`src/rtl/uart_tx.sv`:
```
// uart_tx: UART transmitter. Takes a byte on a one-cycle trmt strobe and
// sends it LSB-first on TX as a start bit (0), 8 data bits and a stop bit (1).
// Each bit lasts BAUD_DIV clk cycles; the default of 2604 gives 38400 baud
// at 100 MHz.
// Optional build macro UART_TX_PARITY_EN: when defined, the frame is 8E1.
// An even-parity bit goes between data bit 7 and the stop bit.
// When it is undefined, the frame is plain 8N1.
module uart_tx #(
  parameter int BAUD_DIV = 2604
) (
  input  logic       clk,
  input  logic       rst_n,
  input  logic       trmt,
  input  logic [7:0] tx_data,
  output logic       TX,
  output logic       tx_busy,
  output logic       tx_done
);

`ifdef UART_TX_PARITY_EN
  localparam int FRAME_BITS = 11;
`else
  localparam int FRAME_BITS = 10;
`endif

  // Counter terminal values. The frame ends when the last bit's baud period expires.
  localparam logic [11:0] BAUD_LAST = 12'(BAUD_DIV - 1);
  localparam logic [3:0]  BIT_LAST  = 4'(FRAME_BITS - 1);

  typedef enum logic [0:0] {
    IDLE     = 1'b0,
    TRANSMIT = 1'b1
  } state_t;

  state_t                state_r;
  state_t                state_nxt_s;
  logic [11:0]           baud_cnt_r;
  logic [11:0]           baud_cnt_nxt_s;
  logic [3:0]            bit_cnt_r;
  logic [3:0]            bit_cnt_nxt_s;
  logic [FRAME_BITS-1:0] shift_r;
  logic [FRAME_BITS-1:0] shift_nxt_s;
  logic                  tx_r;
  logic                  tx_nxt_s;
  logic                  busy_r;
  logic                  busy_nxt_s;
  logic                  done_r;
  logic                  done_nxt_s;
  logic                  accept_s;
  logic                  baud_end_s;
  logic                  frame_end_s;

`ifdef UART_TX_PARITY_EN
  // Even parity: the parity bit makes the total number of ones in data+parity even.
  function automatic logic even_parity(input logic [7:0] data);
    return ^data;
  endfunction

  // Whole frame as it leaves the shift register, bit 0 first.
  function automatic logic [FRAME_BITS-1:0] frame_of(input logic [7:0] data);
    return {1'b1, even_parity(data), data, 1'b0};
  endfunction
`else
  // Whole frame as it leaves the shift register, bit 0 first.
  function automatic logic [FRAME_BITS-1:0] frame_of(input logic [7:0] data);
    return {1'b1, data, 1'b0};
  endfunction
`endif

  assign accept_s    = (state_r == IDLE) && trmt;
  assign baud_end_s  = (state_r == TRANSMIT) && (baud_cnt_r == BAUD_LAST);
  assign frame_end_s = baud_end_s && (bit_cnt_r == BIT_LAST);

  // State register.
  always_ff @(posedge clk or negedge rst_n) begin
    if (!rst_n) begin
      state_r <= IDLE;
    end else begin
      state_r <= state_nxt_s;
    end
  end

  // Next-state logic: a request from IDLE starts a frame; the last bit period ends it.
  always_comb begin
    state_nxt_s = state_r;
    case (state_r)
      IDLE: begin
        if (accept_s) begin
          state_nxt_s = TRANSMIT;
        end else begin
          state_nxt_s = IDLE;
        end
      end
      TRANSMIT: begin
        if (frame_end_s) begin
          state_nxt_s = IDLE;
        end else begin
          state_nxt_s = TRANSMIT;
        end
      end
      default: state_nxt_s = IDLE;
    endcase
  end

  // Datapath next values: load on accept, then count baud and shift right filling with ones.
  always_comb begin
    baud_cnt_nxt_s = baud_cnt_r;
    bit_cnt_nxt_s  = bit_cnt_r;
    shift_nxt_s    = shift_r;
    if (accept_s) begin
      baud_cnt_nxt_s = 12'd0;
      bit_cnt_nxt_s  = 4'd0;
      shift_nxt_s    = frame_of(tx_data);
    end else if (state_r == TRANSMIT) begin
      if (baud_end_s) begin
        baud_cnt_nxt_s = 12'd0;
        bit_cnt_nxt_s  = bit_cnt_r + 4'd1;
        shift_nxt_s    = {1'b1, shift_r[FRAME_BITS-1:1]};
      end else begin
        baud_cnt_nxt_s = baud_cnt_r + 12'd1;
        bit_cnt_nxt_s  = bit_cnt_r;
        shift_nxt_s    = shift_r;
      end
    end else begin
      baud_cnt_nxt_s = baud_cnt_r;
      bit_cnt_nxt_s  = bit_cnt_r;
      shift_nxt_s    = shift_r;
    end
  end

  // Output logic. The line follows the next shift LSB, so the start bit appears at the accept edge.
  always_comb begin
    tx_nxt_s   = 1'b1;
    busy_nxt_s = 1'b0;
    done_nxt_s = done_r;
    if (state_nxt_s == TRANSMIT) begin
      tx_nxt_s   = shift_nxt_s[0];
      busy_nxt_s = 1'b1;
    end else begin
      tx_nxt_s   = 1'b1;
      busy_nxt_s = 1'b0;
    end
    if (accept_s) begin
      done_nxt_s = 1'b0;
    end else if (frame_end_s) begin
      done_nxt_s = 1'b1;
    end else begin
      done_nxt_s = done_r;
    end
  end

  // Datapath and output registers. Reset forces an idle-high line immediately.
  always_ff @(posedge clk or negedge rst_n) begin
    if (!rst_n) begin
      baud_cnt_r <= 12'd0;
      bit_cnt_r  <= 4'd0;
      shift_r    <= {FRAME_BITS{1'b1}};
      tx_r       <= 1'b1;
      busy_r     <= 1'b0;
      done_r     <= 1'b0;
    end else begin
      baud_cnt_r <= baud_cnt_nxt_s;
      bit_cnt_r  <= bit_cnt_nxt_s;
      shift_r    <= shift_nxt_s;
      tx_r       <= tx_nxt_s;
      busy_r     <= busy_nxt_s;
      done_r     <= done_nxt_s;
    end
  end

  assign TX      = tx_r;
  assign tx_busy = busy_r;
  assign tx_done = done_r;

endmodule

```
`config.mk`:
```
export PLATFORM = sky130hd
export DESIGN_NAME = uart_tx
export DESIGN_NICKNAME = d
export VERILOG_FILES = /design/src/rtl/uart_tx.sv
export SDC_FILE = /design/constraint.sdc
export NUM_CORES = 1
export LEC_CHECK = 0
export ABC_AREA = 1
export CORE_MARGIN = 2
export CORE_UTILIZATION = 42
export DETAILED_ROUTE_END_ITERATION = 12
export SLEW_MARGIN = 20
export SYNTH_ARGS = -nofsm -noshare
export SYNTH_HDL_FRONTEND = slang
export SYNTH_SLANG_ARGS = --single-unit
export TNS_END_PERCENT = 20
```
`constraint.sdc`:
```
create_clock -name clk -period 2.9 [get_ports clk]
set_clock_uncertainty 0.15 [all_clocks]
set_input_delay 0.435 -clock clk [delete_from_list [all_inputs] [get_ports clk]]
set_output_delay 0.435 -clock clk [all_outputs]
set_load 0.01 [all_outputs]
```
==> results of run 1 <==
-- state kept, by name (all words and copies together) (netlist names) --
signal / cells
baud_cnt_r: 12
shift_r: 10
bit_cnt_r: 4
TX: 1
tx_busy: 1
tx_done: 1
-- logic make-up after synthesis --
logic type / Yosys count
compound gates: 11
xor+xnor: 5
simple gates: 123
buf+inv: 23
flops: 29
fa+ha+maj: 3
-- synthesized netlist by cell type (2+ instances only) --
cell     number
dfstp_2      11
inv_1        16
ha_1          3
nor2_2        3
nand2_2      11
o21ai_0       6
nand2_4       2
nand3_1      11
nand2_1      65
dfrtp_1      18
o22ai_1       3
nand4_1       2
nand3_2      15
nor2_1       11
xor2_1        4
inv_2         2
-- metal layers --
layer | vias up | wire, um | track usage (%) | part of all wire, %
met4 | 0 | 53 | 7.65 | 1.7
met5 | - | 0 | 0 | 0
li1 | 651 | - | - | -
met1 | 612 | 1390 | 18.5 | 44
met3 | 4 | 127 | 6.30 | 4.0
met2 | 14 | 1580 | 30.3 | 50
-- how the worst min path moves through the flow --
| stage | to | cells after the start |
|---|---|---|
| after floorplan | baud_cnt_r[0]$_DFFE_PN0P_ | 0 |
| after global placement | shift_r[8]$_DFFE_PN1P_ | 2 |
| after detailed placement | shift_r[2]$_DFFE_PN1P_ | 2 |
| after CTS | shift_r[2]$_DFFE_PN1P_ | 2 |
| after global routing | shift_r[3]$_DFFE_PN1P_ | 2 |
| final | shift_r[2]$_DFFE_PN1P_ | 2 |
-- cell type report --
class	instances	area (sq um)	area share (%)
multi-input cells	142	791	40.7
flip-flops and latches	29	739	38.1
repair buffers	15	145	7.47
inverters	21	91.3	4.70
clock buffers	7	86.3	4.44
well taps	48	60.1	3.09
clock inverters	1	30.0	1.55
-- placed cells by master, fill, tap and decap left out --
master | Yosys | layout
xor2_1 | 4 | 4
inv_1 | 16 | 16
inv_6 | 1 | 1
buf_4 | 1 | 2
o22ai_1 | 3 | 3
dfrtp_1 | 18 | 18
nand2_4 | 2 | 2
clkbuf_8 | 0 | 6
nor2_2 | 3 | 3
or2_2 | 1 | 1
nand4_1 | 2 | 2
dfstp_2 | 11 | 11
bufinv_16 | 0 | 1
nand3_4 | 1 | 1
ha_1 | 3 | 3
clkdlybuf4s50_1 | 0 | 13
nor2_1 | 11 | 11
nand2_1 | 65 | 65
o21ai_1 | 1 | 1
o21ai_0 | 6 | 6
nand3_1 | 11 | 11
o21bai_1 | 1 | 1
clkinv_4 | 1 | 1
inv_4 | 1 | 1
nand3_2 | 15 | 15
clkbuf_1 | 1 | 1
nand2_2 | 11 | 11
inv_2 | 2 | 2
nor2_4 | 1 | 1
xnor2_1 | 1 | 1
-- per-stage QoR --
step | area [sq um] | cells | hold WS [ns] | setup WS (ns) | total power, mW
2_1_floorplan | 1630 | 194 | -0.0106 | 1.36 | 0.812
3_3_place_gp | 1830 | 255 | 0.321 | 0.911 | 0.877
3_5_place_dp | 1830 | 255 | 0.322 | 0.851 | 0.890
4_1_cts | 1940 | 263 | 0.334 | 0.954 | 1.33
5_1_grt | 1940 | 263 | 0.344 | 0.933 | 1.41
6_report | 1940 | 263 | 0.329 | 0.973 | 1.32
-- report_power, final --
part | switching [mW] | leakage [nW] | internal [mW]
Clock | 0.156 | 0.0585 | 0.280
Sequential | 0.101 | 0.332 | 0.498
Combinational | 0.156 | 0.498 | 0.125
Total | 0.413 | 0.889 | 0.903
-- tightest hold or removal path, delay by kind of cell (launching register included) --
| family | cells | cell delay (ns) |
|---|---|---|
| simple gates | 2 | 0.11 |
| flops | 1 | 0.37 |
==> impl_metrics.env, run 1 <==
export IMPL_synth_warnings=0
export IMPL_slew_violations=0
export IMPL_worst_pin_slew_ns=0.443
export IMPL_grt_pass1_vias=1266
export IMPL_ios=14
export IMPL_synth_top_cell_area_share_pct=27.6
export IMPL_synth_top_family_by_area="simple AND/OR/NAND/NOR gates"
export IMPL_synth_simple_gate_area_share_pct=39.7
export IMPL_portBuffers=13
export IMPL_drt_pass1_iterations=4
export IMPL_antenna_found_initial=0
export IMPL_wl_per_cell_um=12.0
export IMPL_die_area_sq_um=4400
export IMPL_synth_edf_count=0
export IMPL_grt_overflow_total=0
export IMPL_cp_depth=1
export IMPL_ir_drop_uv=350
export IMPL_drc=0
export IMPL_timing_slew_headroom_pct=70.4
export IMPL_cts_tree="built"
export IMPL_grt_start_max_net_pins=30
export IMPL_synth_adder_area_share_pct=2.30
export IMPL_htree_num_levels=2
export IMPL_critPathSlowestCell="clkdlybuf4s50_1"
export IMPL_hold_start="shift_r[2]$_DFFE_PN1P_"
export IMPL_timing_rr_start="baud_cnt_r[0]$_DFFE_PN0P_"
export IMPL_cts_made_buffers=5
export IMPL_ys_flop_type="dfrtp_1"
export IMPL_synth_seq_area_share_pct=45.3
export IMPL_fin_util_pct=52.7
export IMPL_critPathMaxStageDelay_ns=0.58
export IMPL_leakage_nw=0.889
export IMPL_drv_cap=0
export IMPL_rsz0062_at_grt="false"
export IMPL_period_needed_ns=1.93
export IMPL_dp_hpwl_um=2320
export IMPL_timing_final_hold_violations=0
export IMPL_post_cts_buffers=0
export IMPL_num_rows=22
export IMPL_cp_data_arrival_time_ns=1.34
export IMPL_diodes=0
export IMPL_crit_fanout=5
export IMPL_cts_root_buf="clkbuf_8"
export IMPL_synth_seq_cells=29
export IMPL_avgSynthCellArea_sq_um=8.42
export IMPL_synth_area_leader_cell="dfrtp_1"
export IMPL_cp_cell_sequence="clkdlybuf4s50_1"
export IMPL_synth_area_leaders="dfrtp_1 28%, dfstp_2 18%, nand2_1 15%"
export IMPL_area_growth_pct=19.0
export IMPL_synth_xor_area_share_pct=2.68
export IMPL_syn_nets=208
export IMPL_setup_viol=0
export IMPL_finalCritPeriodShare_pct=66.5
export IMPL_viasPerCell=4.87
export IMPL_startpoint="tx_busy$_DFF_PN0_"
export IMPL_critPathTopFamily="buffers and inverters"
export IMPL_r2r_slack_ns=1.16
export IMPL_ctsHoldBuffers=0
export IMPL_cts_resized=0
export IMPL_synth_area_mux_share_pct=0
export IMPL_die_y_um=66.4
export IMPL_clkSinkCount=29
export IMPL_synth_area_sq_um=1630
export IMPL_worstSkewPairLatency_ns=0.28
export IMPL_async_flop_share_pct=100
export IMPL_core_area_sq_um=3690
export IMPL_synthCells=194
export IMPL_drt_wl_total_um=3160
export IMPL_clock_path_buffers=2
export IMPL_yosysUniqueCellTypes=27
export IMPL_worst_setup_path_type="reg -> out"
export IMPL_worstSetupEndpoint="tx_busy"
export IMPL_max_freq_mhz=519
export IMPL_path_buf_inv=1
export IMPL_cp_start_kind="register"
export IMPL_critPathCaptureType="output pin"
export IMPL_dr_total_vias=1281
export IMPL_worstPathRequired_ns=2.32
export IMPL_globalplace_congestion=0.839
export IMPL_hold_path_class="reg -> reg"
export IMPL_worst_r2r_cell_count=8
export IMPL_die_w_um=66.4
export IMPL_p_per_area_nw_per_um2=677
export IMPL_reg2reg_to="baud_cnt_r[7]$_DFFE_PN0P_"
export IMPL_start_util_pct=44.3
export IMPL_outcome="finished clean"
export IMPL_ant_nets=0
export IMPL_cts_clk_slew_worst_paths_ns=0.06
export IMPL_grt_use_total_pct=17.3
export IMPL_drive_gt1_share_pct=27.4
export IMPL_synth_compound_area_share_pct=3.75
export IMPL_nNetsFinal=228
export IMPL_drtIter0Drc=73
export IMPL_fin_tns_setup_ns=0
export IMPL_grt_pass1_wl_um=5530
export IMPL_n_fill_cell=352
Power figures use the tool's default switching activity.
==> inputs of run 2 (changes only) <==
==> constraint.sdc (replaced) <==
create_clock -name clk -period 1.9 [get_ports clk]
set_clock_uncertainty 0.15 [all_clocks]
set_input_delay 0.285 -clock clk [delete_from_list [all_inputs] [get_ports clk]]
set_output_delay 0.285 -clock clk [all_outputs]
set_load 0.01 [all_outputs]
==> run 2 against run 1 <==
Sequential share of layout area increased by 0.52 points. Clock power increased by 13%. Sequential cell count unchanged. Largest cell class unchanged. Die area unchanged.
==> impl_metrics.env, run 2 (same netlist as run 1, synthesis figures left out) <==
export IMPL_nNetsFinal=229
export IMPL_viasPerCell=4.90
export IMPL_reg_top3="baud_cnt_r: 12 flops, shift_r: 10 flops, bit_cnt_r: 4 flops"
export IMPL_ant_nets=0
export IMPL_fin_tns_setup_ns=0
export IMPL_die_y_um=66.4
export IMPL_worstPathRequired_ns=1.46
export IMPL_drt_pass1_iterations=6
export IMPL_grt_pass1_wl_um=5580
export IMPL_rsz0062_at_grt="false"
export IMPL_n_fill_cell=362
export IMPL_drv_cap=0
export IMPL_fin_util_pct=52.0
export IMPL_critPathTopFamily="flip-flops"
export IMPL_worstSkewPairLatency_ns=0.28
export IMPL_die_w_um=66.4
export IMPL_cp_cell_sequence="clkdlybuf4s50_1"
export IMPL_core_area_sq_um=3690
export IMPL_worst_pin_slew_ns=0.369
export IMPL_drt_wl_total_um=3160
export IMPL_cts_root_buf="clkbuf_8"
export IMPL_highest_layer="met4"
export IMPL_dp_hpwl_um=2310
export IMPL_hold_path_class="in -> async"
export IMPL_die_area_sq_um=4400
export IMPL_wl_met3_um=78
export IMPL_layout_common_cells="65 x nand2_1, 18 x dfrtp_1, 16 x inv_1, 15 x nand3_2, 13 x clkdlybuf4s50_1"
export IMPL_ir_drop_uv=651
export IMPL_area_growth_pct=17.4
export IMPL_cts_resized=0
export IMPL_start_util_pct=44.3
export IMPL_post_cts_buffers=0
export IMPL_clock_path_buffers=2
export IMPL_timing_rr_start="baud_cnt_r[0]$_DFFE_PN0P_"
export IMPL_crit_fanout=1
export IMPL_finalCritPeriodShare_pct=93.7
export IMPL_multiInputGateArea_sq_um=791
export IMPL_globalplace_congestion=0.808
export IMPL_setup_viol=0
export IMPL_clkSinkCount=29
export IMPL_largest_reg_flops=12
export IMPL_htree_num_levels=2
export IMPL_dr_total_vias=1294
export IMPL_p_per_area_nw_per_um2=963
export IMPL_drive_gt1_share_pct=27.8
export IMPL_outcome="finished clean"
export IMPL_portBuffers=13
export IMPL_cp_start_kind="register"
export IMPL_critPathCaptureType="output pin"
export IMPL_path_buf_inv=1
export IMPL_slew_violations=0
export IMPL_wl_per_cell_um=12.0
export IMPL_max_freq_mhz=562
export IMPL_reg2reg_to="baud_cnt_r[7]$_DFFE_PN0P_"
export IMPL_setup_slack_ns=0.120
export IMPL_timing_slew_headroom_pct=75.4
export IMPL_drtIter0Drc=66
export IMPL_r2r_slack_ns=0.22
export IMPL_worst_r2r_cell_count=8
export IMPL_grt_use_total_pct=17.1
export IMPL_ios=14
export IMPL_cts_made_buffers=5
export IMPL_antenna_found_initial=0
export IMPL_cp_data_arrival_time_ns=1.34
export IMPL_wl_met2_um=1570
export IMPL_num_rows=22
export IMPL_grt_overflow_total=0
export IMPL_period_needed_ns=1.78
export IMPL_critPathSlowestCell="dfstp_2"
export IMPL_critPathMaxStageDelay_ns=0.53
export IMPL_grt_pass1_vias=1257
export IMPL_diodes=0
export IMPL_ctsHoldBuffers=0
export IMPL_cts_clk_slew_worst_paths_ns=0.06
export IMPL_met1_length_um=1470
export IMPL_regMostFlops="baud_cnt_r"
export IMPL_place_ws_ns=0.232
export IMPL_worst_setup_path_type="reg -> out"
export IMPL_leakage_nw=0.881
export IMPL_final_common_cell="nand2_1"
export IMPL_register_area_sq_um=739
export IMPL_drc=0
export IMPL_timing_final_hold_violations=0
export IMPL_grt_start_max_net_pins=30
export IMPL_cts_tree="built"
-- run 2: per-stage QoR --
step	std cells	total power, mW	area [sq um]	hold WS [ns]
after global routing	264	1.98	1920	0.267
after global placement	256	1.35	1830	0.321
after CTS	264	1.87	1920	0.248
after detailed placement	256	1.37	1830	0.323
after floorplan	194	1.24	1630	-0.161
final	264	1.85	1920	0.244
-- run 2: how the worst max path moves through the flow --
stage	start	endpoint	slack (ns)	cells after the start
final	TX$_DFF_PN1_	TX	0.12	1
after global routing	tx_busy$_DFF_PN0_	tx_busy	0.07	1
after CTS	TX$_DFF_PN1_	TX	0.11	1
after detailed placement	baud_cnt_r[0]$_DFFE_PN0P_	baud_cnt_r[7]$_DFFE_PN0P_	0.23	8
after global placement	baud_cnt_r[0]$_DFFE_PN0P_	bit_cnt_r[0]$_DFFE_PN0P_	0.27	8
after floorplan	baud_cnt_r[0]$_DFFE_PN0P_	bit_cnt_r[0]$_DFFE_PN0P_	0.36	8
-- run 2: layout make-up --
cell class                 count  share of cell area (%)
clock buffer                   6                    3.79
clock inverter                 2                   0.522
inverter                      21                    4.77
multi-input combinational    142                    41.3
sequential                    29                    38.6
tap                           48                    3.13
timing repair buffer          16                    7.96
-- run 2: power breakdown --
group	internal [mW]	total, mW	switching, mW	leakage [nW]
clock	0.253	0.493	0.240	0.0450
combinational	0.192	0.437	0.245	0.504
sequential	0.760	0.916	0.157	0.332
-- run 2: per-layer routing --
metal,vias up,GRT usage (%)
li1,652,-
met1,619,20.9
met2,16,28.6
met3,7,4.09
met4,0,7.65
met5,-,0
